$ cat config.mk
export PLATFORM = sky130hd
export DESIGN_NAME = dmem_arbiter
export DESIGN_NICKNAME = d
export VERILOG_FILES = /design/src/rtl/dmem_pkg.sv /design/src/rtl/dmem_starve_cnt.sv /design/src/rtl/dmem_arbiter.sv
export SDC_FILE = /design/constraint.sdc
export NUM_CORES = 1
export LEC_CHECK = 0
export BUFFER_PORTS_ARGS = -buffer_cell sky130_fd_sc_hd__buf_4
export CAP_MARGIN = 20
export CORE_AREA = 3 3 91 93
export CTS_CLUSTER_SIZE = 12
export DETAILED_ROUTE_END_ITERATION = 16
export DIE_AREA = 0 0 94 96
export GPL_ROUTABILITY_DRIVEN = 0
export HOLD_SLACK_MARGIN = 0.1
export PLACE_DENSITY_LB_ADDON = 0.08
export SLEW_MARGIN = 20
export SYNTH_ARGS = -nofsm -noshare
export SYNTH_HDL_FRONTEND = slang
export SYNTH_SLANG_ARGS = --single-unit
$ cat constraint.sdc
create_clock -name clock -period 4.17 [get_ports clock]
set_clock_uncertainty 0.1 [all_clocks]
set_input_delay 0.834 -clock clock [delete_from_list [all_inputs] [get_ports clock]]
set_output_delay 0.834 -clock clock [all_outputs]
set_load 0.02 [all_outputs]
$ cat src/rtl/dmem_pkg.sv
// Shared types for the data-memory arbiter.
//   MEM_ADDR_W / WORD_W : memory geometry (4096 x 32)
//   owner_e             : which requester owns the read issued last cycle
//   mem_req_t           : payload driven onto the memory port by the winner
package dmem_pkg;

  localparam int unsigned MEM_ADDR_W = 12;
  localparam int unsigned WORD_W     = 32;

  typedef enum logic [1:0] {
    OWN_NONE = 2'd0,
    OWN_CPU  = 2'd1,
    OWN_DMA  = 2'd2
  } owner_e;

  typedef struct packed {
    logic                  we;
    logic [MEM_ADDR_W-1:0] addr;
    logic [WORD_W-1:0]     wdata;
  } mem_req_t;

endpackage

$ cat src/rtl/dmem_starve_cnt.sv
// Saturating count of consecutive denied DMA cycles.
//   clock, reset : clock and synchronous active-high reset
//   inc          : DMA requested but was not granted this cycle
//   clr          : DMA granted, or not requesting (clear has priority)
//   sat          : registered, high while the count equals LIMIT
module dmem_starve_cnt #(
  parameter int unsigned LIMIT = 4
) (
  input  logic clock,
  input  logic reset,
  input  logic inc,
  input  logic clr,
  output logic sat
);

  localparam int unsigned CNT_W = $clog2(LIMIT + 1);

  logic [CNT_W-1:0] cnt_q, cnt_d;
  logic             sat_q, sat_d;

  // Next count; sat is decoded from the next value so it can be a flop.
  always_comb begin
    cnt_d = cnt_q;
    if (clr) begin
      cnt_d = '0;
    end else if (inc && (cnt_q != CNT_W'(LIMIT))) begin
      cnt_d = cnt_q + CNT_W'(1);
    end
    sat_d = (cnt_d == CNT_W'(LIMIT));
  end

  always_ff @(posedge clock) begin
    if (reset) begin
      cnt_q <= '0;
      sat_q <= 1'b0;
    end else begin
      cnt_q <= cnt_d;
      sat_q <= sat_d;
    end
  end

  assign sat = sat_q;

endmodule

$ cat src/rtl/dmem_arbiter.sv
// Single-port data-memory arbiter between the CPU MEM stage and a DMA port.
//   clock, reset         : clock and synchronous active-high reset
//   cpu_req/we/addr/wdata: CPU access, held until cpu_stall is low
//   cpu_rdata, cpu_stall : CPU load data (response cycle) and stall
//   dma_req/we/addr/wdata: DMA access, held until dma_gnt
//   dma_gnt              : DMA access issued this cycle
//   dma_rvalid/dma_rdata : DMA read response, one cycle after issue
//   mem_*                : memory port; synchronous read, 1-cycle latency
module dmem_arbiter
  import dmem_pkg::*;
#(
  parameter int unsigned ADDR_W       = MEM_ADDR_W,
  parameter int unsigned DATA_W       = WORD_W,
  parameter int unsigned STARVE_LIMIT = 4
) (
  input  logic              clock,
  input  logic              reset,
  input  logic              cpu_req,
  input  logic              cpu_we,
  input  logic [ADDR_W-1:0] cpu_addr,
  input  logic [DATA_W-1:0] cpu_wdata,
  output logic [DATA_W-1:0] cpu_rdata,
  output logic              cpu_stall,
  input  logic              dma_req,
  input  logic              dma_we,
  input  logic [ADDR_W-1:0] dma_addr,
  input  logic [DATA_W-1:0] dma_wdata,
  output logic              dma_gnt,
  output logic              dma_rvalid,
  output logic [DATA_W-1:0] dma_rdata,
  output logic              mem_en,
  output logic              mem_we,
  output logic [ADDR_W-1:0] mem_addr,
  output logic [DATA_W-1:0] mem_wdata,
  input  logic [DATA_W-1:0] mem_rdata
);

  owner_e   rd_owner_q, rd_owner_d;
  logic     cpu_done_q, cpu_done_d;
  logic     cpu_elig;
  logic     cpu_win;
  logic     dma_win;
  logic     starve_sat;
  logic     starve_inc;
  logic     starve_clr;
  mem_req_t sel;

  dmem_starve_cnt #(
    .LIMIT (STARVE_LIMIT)
  ) u_starve (
    .clock (clock),
    .reset (reset),
    .inc   (starve_inc),
    .clr   (starve_clr),
    .sat   (starve_sat)
  );

  // Grant, memory issue, stall and response muxing.
  always_comb begin
    rd_owner_d = OWN_NONE;
    cpu_done_d = 1'b0;
    sel        = '0;
    mem_en     = 1'b0;
    cpu_rdata  = '0;
    dma_rdata  = '0;
    dma_rvalid = 1'b0;

    // A CPU load whose response returns this cycle must not be reissued.
    cpu_elig = cpu_req & ~cpu_done_q;
    dma_win  = ~reset & dma_req & (~cpu_elig | starve_sat);
    cpu_win  = ~reset & cpu_elig & ~dma_win;

    if (cpu_win) begin
      mem_en    = 1'b1;
      sel.we    = cpu_we;
      sel.addr  = MEM_ADDR_W'(cpu_addr);
      sel.wdata = WORD_W'(cpu_wdata);
      if (!cpu_we) begin
        rd_owner_d = OWN_CPU;
        cpu_done_d = 1'b1;
      end
    end else if (dma_win) begin
      mem_en    = 1'b1;
      sel.we    = dma_we;
      sel.addr  = MEM_ADDR_W'(dma_addr);
      sel.wdata = WORD_W'(dma_wdata);
      if (!dma_we) begin
        rd_owner_d = OWN_DMA;
      end
    end

    mem_we    = sel.we;
    mem_addr  = ADDR_W'(sel.addr);
    mem_wdata = DATA_W'(sel.wdata);
    dma_gnt   = dma_win;

    // Stall on a load issue cycle, or when denied outside the response cycle.
    cpu_stall = ~reset & cpu_req &
                ((cpu_win & ~cpu_we) | (~cpu_win & ~cpu_done_q));

    // Response of last cycle's read; dropped entirely while in reset.
    if (!reset) begin
      case (rd_owner_q)
        OWN_CPU: cpu_rdata = mem_rdata;
        OWN_DMA: begin
          dma_rvalid = 1'b1;
          dma_rdata  = mem_rdata;
        end
        default: ;
      endcase
    end

    starve_inc = dma_req & ~dma_win;
    starve_clr = dma_win | ~dma_req;
  end

  always_ff @(posedge clock) begin
    if (reset) begin
      rd_owner_q <= OWN_NONE;
      cpu_done_q <= 1'b0;
    end else begin
      rd_owner_q <= rd_owner_d;
      cpu_done_q <= cpu_done_d;
    end
  end

endmodule
==> metrics.txt <==
# port buffers=238; crit path time final=3293 ps; switch share=34.67%; first-pass GRT wire length=11.03 mm; WL per Instance=15.81 um; f_max=303.6 MHz; max cap viols=0; crit path kind=in -> out; final worst-path cycle share=78.98%; die area=9024 um2; Setup TNS=0 ps; Flop pwr share=14.5%; global-route usage over all layers=15.49%; Yosys Warn Count=0; CTS Buf Count=3; die width=94 um; Synth Cell Area=1217 um2; initial antenna violation count=0; Crit. End Element=output port; Post-CTS Setup Inserts=0; most frequent CP cell=buf_4; largest stage delay on the critical path=430 ps; layout cells sized above 1=63.78%; floorplan core area=7607 um2; Pwr Total=414.6 uW; final non-filler cell area=3129 um2; drc violations=0; drt first pass iters=4; pin count of the biggest net entering global routing=48; CTS clk-pin slew, worst paths=40 ps; dpl hpwl=6.687 mm; vias in the first global route=2113; fin nets=522; Worst setup SP type=input pin; Req. time, crit path=3240 ps; H-tree depth=1; Die Y=96 um; Leakage=1.732 nW; WP buf/inv=3; RSZ-0062 raised after global routing=false; clock root cell=clkbuf_8; Worst Tran Pin Value=502.8 ps; # clock sinks=6; mean post-synth cell area=7.469 um2; post-synth net total=291; post-CTS sizing=0; Peak VDD IR=0.06287 mV; Initial DRC Count=42; final WL=7.812 mm; multi-input logic area=1012 um2; Initial Util=16.00%; PD cells=132.5 nW/um2; I/O pin cnt=239; Overflow after GRT=0; Net Sw Power=143.8 uW; gate count of the mapped netlist=163; placed inst area=3088 um2; Hold Fails Final Rpt=0; CP Cell Sequence=buf_4 > or3b_4 > a21oi_4 > buf_4 > a22o_1 > buf_4; Post-CTS Hold Buffers=0; Logic pwr share=64.6%; Layout Area Growth over Synthesis=157.0%; #FFs+latches synth=6; Hold Crit Class=reg -> reg; clk_lat worst skew=220 ps; TritonCTS clock tree=built; clock buffer depth=2; final slew viol count=0; internal power=270.8 uW; # rows=32; Largest delay share family, worst path=buffers and inverters; WP data arrival=2360 ps; via/cell ratio=4.267; Seq/Total Area, Yosys=9.866%; Distinct cells, synth=24; FF+latch area=120.1 um2; antenna diode count=0; # fillers=809; ANT nets after route=0; Setup violations, final=0; critical path fanouts, max=47; via count=2108; Slew headroom=66.48%; Reg2Reg Setup Slack=2530 ps; Clock Power Share=20.9%; slowest CP cell=or3b_4; status=complete, no violations; Fin Hold WS=400.8 ps
[worst reg2reg max path: stages, from the launching register on]
cell	delay, ps
dfxtp_1	330
or3b_4	420
a21oi_4	110
buf_4	430
and2b_1	190
[cell usage in the layout (no fill, tap or decap), drive strengths merged]
master / n
a21oi: 4
nor4b: 1
nor2: 3
o31a: 2
nor2b: 1
or3b: 2
and2: 64
nor3: 3
clkbuf: 3
ha: 2
o21ai: 1
o21a: 1
and2b: 1
a22o: 45
buf: 242
nor3b: 3
dfxtp: 6
nand2: 3
nand3: 1
inv: 3
xnor2: 1
[routing by layer]
layer  up-vias  part of all wire (%)  GRT usage, %
met2        87                    57         29.45
met5         -                     0             0
met3        15                   8.5         5.786
met1       964                    33         15.94
li1       1042                     -             -
met4         0                   2.0         3.971
[power groups by stage]
stage / clock [mW] / combinational (mW) / sequential [mW]
after floorplan: 0 / 0.110 / 0.0607
after global routing: 0.0918 / 0.286 / 0.0604
after global placement: 0 / 0.269 / 0.0611
final: 0.0865 / 0.268 / 0.0603
after detailed placement: 0 / 0.270 / 0.0611
after CTS: 0.0896 / 0.270 / 0.0602
[registers in the layout (all words and copies together), names as in the netlist]
name	count
rd_owner_q	1
cpu_done_q	1
u_starve.cnt_q	3
u_starve.sat	1
[metrics by stage]
| step | instances | util, % | setup slack [ps] |
|---|---|---|---|
| after floorplan | 163 | - | 1329 |
| after global placement | 491 | 40.59 | 895.6 |
| after detailed placement | 491 | 40.59 | 880.4 |
| after CTS | 494 | 41.13 | 876.9 |
| after global routing | 494 | 41.13 | 820.7 |
| final | 494 | 41.13 | 876.6 |
[Yosys cell counts]
library cell,n,area (um2)
o21a_1,1,7.510
o31a_1,2,17.52
clkbuf_1,7,26.28
a21oi_2,1,8.760
nor3_1,3,15.01
nor4b_1,1,8.760
a21oi_1,3,15.01
nor2_1,3,11.26
nor3b_1,3,22.52
and2b_1,1,7.510
o21ai_0,1,5.000
or3b_1,1,8.760
buf_2,5,25.02
inv_1,3,11.26
and2_1,64,400.4
buf_6,4,45.04
nor2b_1,1,6.260
xnor2_1,1,8.760
ha_1,2,25.02
or3b_4,1,11.26
nand2_1,3,11.26
nand3_1,1,5.000
a22o_1,45,394.1
dfxtp_1,6,120.1
[worst paths after layout]
kind | startpoint | endpoint | cells past startpoint
worst max register to register | cpu_done_q | cpu_done_q | 4
worst max-delay path | reset | mem_addr[9] | 6
worst min-delay path | u_starve.cnt_q[1] | u_starve.cnt_q[1] | 2
worst min register to register | u_starve.cnt_q[1] | u_starve.cnt_q[1] | 2
[final cells by class]
type,instances,share of cell area [%]
Clock buffer,3,1.319
Sequential cell,6,3.838
Tap cell,102,4.078
Multi-Input combinational cell,138,32.35
Timing Repair Buffer,242,58.06
Inverter,3,0.3599
[kinds of logic after synthesis]
group | share of synthesized area [%]
xor gates and xnor gates | 0.7196
and+or+nand+nor | 41.73
adders and majority gates | 2.055
AOI/OAI and AO/OA | 36.79
buffers and inverters | 8.838
DFF | 9.867
Note: power is estimated with default switching activity, not from simulation.
